`config.mk`:
```
export PLATFORM = sky130hd
export DESIGN_NAME = cache_mem_arbiter
export DESIGN_NICKNAME = d
export VERILOG_FILES = /design/src/rtl/cache_mem_arbiter_pkg.sv /design/src/rtl/cache_mem_arbiter.sv
export SDC_FILE = /design/constraint.sdc
export NUM_CORES = 1
export LEC_CHECK = 0
export CAP_MARGIN = 20
export CORE_AREA = 4 4 545 547
export CTS_CLUSTER_DIAMETER = 100
export DETAILED_ROUTE_END_ITERATION = 12
export DIE_AREA = 0 0 549 551
export PLACE_DENSITY = 0.3
export SETUP_SLACK_MARGIN = 0.1
export SLEW_MARGIN = 20
export SYNTH_ARGS = -nofsm -noshare
export SYNTH_HDL_FRONTEND = slang
export SYNTH_SLANG_ARGS = --single-unit
export TNS_END_PERCENT = 20
```
`constraint.sdc`:
```
create_clock -name clk -period 1.6 [get_ports clk]
set_input_delay 0.32 -clock clk [delete_from_list [all_inputs] [get_ports clk]]
set_output_delay 0.32 -clock clk [all_outputs]
set_load 0.03 [all_outputs]
```
`src/rtl/cache_mem_arbiter_pkg.sv`:
```
// ============================================================================
// Module : cache_mem_arbiter_pkg
// Brief  : Shared types and constants for the I/D cache memory-port arbiter.
// Rev    : 1.0 - initial release
// ============================================================================
`default_nettype none

package cache_mem_arbiter_pkg;

  localparam int unsigned LINE_W = 256;
  localparam int unsigned ADDR_W = 32;
  localparam int unsigned CNT_W  = 4;

  typedef logic [1:0] arb_state_t;

  localparam arb_state_t ARB_IDLE = 2'd0;
  localparam arb_state_t ARB_I    = 2'd1;
  localparam arb_state_t ARB_D    = 2'd2;

  function automatic logic [CNT_W-1:0] sat_inc(input logic [CNT_W-1:0] v);
    return (&v) ? v : v + 1'b1;
  endfunction

endpackage

`default_nettype wire

```
`src/rtl/cache_mem_arbiter.sv`:
```
// ============================================================================
// Module : cache_mem_arbiter
// Brief  : Grants the shared line-wide memory port to the I- or D-cache,
//          D-priority with I starvation bound and writeback/allocate locking.
// Rev    : 1.0 - initial release
// ============================================================================
`default_nettype none

module cache_mem_arbiter
  import cache_mem_arbiter_pkg::*;
#(
  parameter int unsigned STARVE_LIMIT = 4
) (
  input  logic              clk,
  input  logic              rst,
  input  logic [ADDR_W-1:0] i_dfp_addr,
  input  logic              i_dfp_read,
  output logic [LINE_W-1:0] i_dfp_rdata,
  output logic              i_dfp_resp,
  input  logic [ADDR_W-1:0] d_dfp_addr,
  input  logic              d_dfp_read,
  input  logic              d_dfp_write,
  input  logic [LINE_W-1:0] d_dfp_wdata,
  output logic [LINE_W-1:0] d_dfp_rdata,
  output logic              d_dfp_resp,
  output logic [ADDR_W-1:0] mem_addr,
  output logic              mem_read,
  output logic              mem_write,
  output logic [LINE_W-1:0] mem_wdata,
  input  logic [LINE_W-1:0] mem_rdata,
  input  logic              mem_resp,
  output logic              arb_err
);

  localparam logic [CNT_W-1:0] LIMIT = CNT_W'(STARVE_LIMIT);

  arb_state_t       state_q, state_d;
  logic [CNT_W-1:0] starve_q, starve_d;
  logic             lock_q, lock_d;
  logic             err_q, err_d;

  logic i_req, d_req, go_i, go_d;

  assign i_req = i_dfp_read;
  assign d_req = d_dfp_read | d_dfp_write;

  // Locked allocate wins outright; otherwise D has priority unless I is starved.
  always_comb begin
    go_i = 1'b0;
    go_d = 1'b0;
    if (lock_q && d_dfp_read)                      go_d = 1'b1;
    else if (i_req && (!d_req || starve_q >= LIMIT)) go_i = 1'b1;
    else if (d_req)                                go_d = 1'b1;
  end

  always_comb begin
    state_d  = state_q;
    starve_d = starve_q;
    lock_d   = lock_q;
    err_d    = err_q;
    if (d_dfp_read && d_dfp_write) err_d = 1'b1;
    case (state_q)
      ARB_IDLE: begin
        if (mem_resp) err_d = 1'b1;
        if (!i_req)   starve_d = '0;
        if (go_i) begin
          state_d  = ARB_I;
          starve_d = '0;
          lock_d   = 1'b0;
        end else if (go_d) begin
          state_d = ARB_D;
          lock_d  = 1'b0;
          if (i_req) starve_d = sat_inc(starve_q);
        end
      end
      ARB_I: begin
        if (mem_resp) state_d = ARB_IDLE;
      end
      ARB_D: begin
        if (mem_resp) begin
          state_d = ARB_IDLE;
          if (d_dfp_write) lock_d = 1'b1;
        end
      end
      default: state_d = ARB_IDLE;
    endcase
  end

  always_ff @(posedge clk or negedge rst) begin
    if (!rst) begin
      state_q  <= ARB_IDLE;
      starve_q <= '0;
      lock_q   <= 1'b0;
      err_q    <= 1'b0;
    end else begin
      state_q  <= state_d;
      starve_q <= starve_d;
      lock_q   <= lock_d;
      err_q    <= err_d;
    end
  end

  // A simultaneous D read+write is serviced as the write.
  always_comb begin
    mem_addr   = '0;
    mem_read   = 1'b0;
    mem_write  = 1'b0;
    mem_wdata  = '0;
    i_dfp_resp = 1'b0;
    d_dfp_resp = 1'b0;
    case (state_q)
      ARB_I: begin
        mem_addr   = i_dfp_addr;
        mem_read   = i_dfp_read;
        i_dfp_resp = mem_resp;
      end
      ARB_D: begin
        mem_addr   = d_dfp_addr;
        mem_write  = d_dfp_write;
        mem_read   = d_dfp_read & ~d_dfp_write;
        mem_wdata  = d_dfp_wdata;
        d_dfp_resp = mem_resp;
      end
      default: ;
    endcase
  end

  assign i_dfp_rdata = mem_rdata;
  assign d_dfp_rdata = mem_rdata;
  assign arb_err     = err_q;

endmodule

`default_nettype wire

```
==> results of run 1 <==
layer usage:
layer  wire length [um]  track usage (%)  vias to the layer above
met5                425            0.266                        -
met4               6680             2.78                       58
met3              66700             19.5                      436
met2              72200             16.1                     1356
met1              40000             7.43                     3057
li1                   -                -                     2688
cells in the final DEF, fill, tap and decap left out, types with 2 or more instances in the layout:
cell type          n
clkdlybuf4s50_1  323
buf_12           295
and2_2           139
and2_4           121
buf_4             59
nor2b_4           33
a22oi_2           30
diode_2           20
buf_6             16
dfrtp_1            8
o21ai_1            7
a21oi_1            7
clkbuf_16          7
nand2_1            6
nand2b_1           3
buf_16             3
a22oi_1            2
inv_1              2
o22ai_1            2
ha_2               2
dlymetal6s2s_1     2
buf_8              2
layout make-up:
cell class,count,area [um2]
multi-input combinational,367,3250
sequential,8,200
timing repair buffer,704,10000
inverter,3,11.3
clock buffer,3,75.1
tap,3919,4900
fill,34200,274000
antenna,20,50.0
flip-flops by register name, summed over array words and instances, names as in the netlist:
register  flops
lock_q        1
starve_q      4
arb_err       1
state_q       2
Yosys cell counts (2+ instances only):
cell type | number | area share, %
and2_1 | 260 | 25
buf_2 | 17 | 1.3
a21oi_1 | 7 | 0.53
nand2_1 | 6 | 0.34
a22oi_1 | 32 | 3.7
clkbuf_1 | 22 | 1.3
dfrtp_1 | 8 | 3.0
buf_4 | 512 | 58
inv_1 | 3 | 0.17
nand2b_1 | 3 | 0.29
o22ai_1 | 2 | 0.19
nor2b_1 | 34 | 3.2
o21ai_1 | 6 | 0.46
o21ai_0 | 2 | 0.15
ha_1 | 4 | 0.76
report_power, final:
part	total, W	switching (W)	internal, W
Combinational	0.0271	0.0136	0.0135
Sequential	0.000331	0.0000674	0.000264
Clock	0.000433	0.000110	0.000324
per-stage QoR:
stage | instances | instance area [um2] | total power [W]
finish | 5024 | 18500 | 0.0279
CTS | 4996 | 18000 | 0.0268
global placement | 4985 | 17800 | 0.0258
global route | 5008 | 18400 | 0.0293
detailed placement | 4987 | 17800 | 0.0257
floorplan | 929 | 7340 | 0.0121
kinds of logic (layout without fill, tap and decap cells):
group,Yosys count,after routing,synth area share [%]
flip-flops,8,8,3.04
AO/OA/AOI/OAI,53,53,5.63
buffers and inverters,554,710,61.1
adder cells (fa/ha/maj),4,4,0.761
other,0,20,0
AND/OR/NAND/NOR,310,310,29.4
worst paths after layout:
kind,startpoint,end,depth (start not counted)
max in group asynchronous,rst,starve_q[1],1
worst min-delay path,rst,arb_err,1
worst max register to register,state_q[0],lock_q,7
min in group clk,starve_q[0],starve_q[0],1
worst max-delay path,state_q[0],mem_wdata[164],6
worst min register to register,starve_q[0],starve_q[0],1
worst max-delay path, stage by stage, from the launching register on:
cell and delay, ps:
dfrtp_1 410, inv_2 130, ha_4 230, buf_12 170, buf_16 230, and2_2 240, buf_12 120
timing repair:
action,in CTS,in global routing
pin swaps,0,6
buffers inserted,5,4
gates cloned,1,4
resized for setup,13,154
setup endpoints to repair,299,299
==> flow_summary_export.csv, run 1 <==
group,metric,value,unit
run_status,status,"complete, but fails checks",
run_status,violations,"negative setup slack",
grt,grt_pass1_vias,7705,
place,preCtsSetupSlack,-344,ps
cts,cts_buffers,3,
power,power_per_cell_area,1510,mW/mm2
timing,relSlewSlack,67.7,%
grt,grt_antenna_before_repair,166,
detailed_routing,ant_nets,0,
worst_setup_path,arrival,1840,ps
yosys,syn_area,0.00658,mm2
timing,finalCriticalPeriod,2160,ps
yosys,synthCells,929,
yosys,yosys_warnings,0,
timing,fmax,464,MHz
timing,tns,-138230,ps
cts,cts_hold_buf,0,
finish,drive_above_1_share,65.7,%
worst_setup_path,crit_path_end_kind,"primary output",
worst_setup_path,critical_path_required,1280,ps
floorplanning,die_h,551,um
yosys,synth_seq_area_share,3.04,%
grt,grt_max_degree,64,
timing,layout_setup_ws,-556,ps
flow_run,drv_cap,0,
yosys,synth-edff-count,0,
yosys,ys_types,26,
cts,clock_latency,230,ps
finish,fin_nets,1673,
worst_setup_path,worstSetupPathType,"flop to primary output",
cts,cts.clk_slew.worst_paths,40,ps
cts,clock_path_buffers,2,
finish,fin_util,6.32,%
floorplanning,die-area,0.302,mm2
detailed_routing,viasPerCell,1.51,
worst_hold_path,min_path_type,"input pin to async pin",
worst_setup_path,path_max_fanout,63,
finish,area_growth,181,%
timing,hold_violations,0,
cts,cts_tree,"done",
yosys,avgSynthCellArea,7.08,um2
timing,whs,418,ps
timing,slew_viol_final,0,
place,dp_hpwl,178000,um
detailed_routing,wire_per_inst,37.0,um
detailed_routing,dr.pass1.iters,5,
power,peakVddDrop,628,uV
place,gp_congestion,0.784,
detailed_routing,drt_iter0_drc,303,
worst_setup_path,regToRegSetupSlack,-40,ps
cts,root_buffer,"clkbuf_16",
cts,clock-sinks,8,
yosys,ys_ff_latch,8,
grt,grt_pass1_wl,203000,um
yosys,async_reset_ff_share,100,%
timing,setup_viol,294,
cts,htreeDepth,1,
worst_setup_path,crit_path_start_kind,"flop",
yosys,ys.flop_type,"dfrtp_1",
timing,clock_skew,0.823,ps
floorplanning,core,0.293,mm2
grt,grt_usage,11.6,%
place,port_buffers,618,
floorplanning,boundaryPins,1387,
floorplanning,die_width,549,um
floorplanning,row_count,199,
grt,grt_overflow_total,0,
timing,period_share,135,%
timing,worst_pin_slew,482,ps
detailed_routing,num_vias,7595,
power,leakage,5.84,nW
yosys,syn_nets,1515,
detailed_routing,drc_errors,0,
floorplanning,floorplan.initialDensity,2.25,%
detailed_routing,wl,186000,um
timing,rsz0062_at_grt,"yes",
Note: power is estimated with default switching activity, not from simulation.
==> run 2: changes to the inputs <==
CTS_CLUSTER_SIZE = 24   (was not set)
==> results of run 2 <==
Final layout, timing and power as in run 1 (identical DEF).
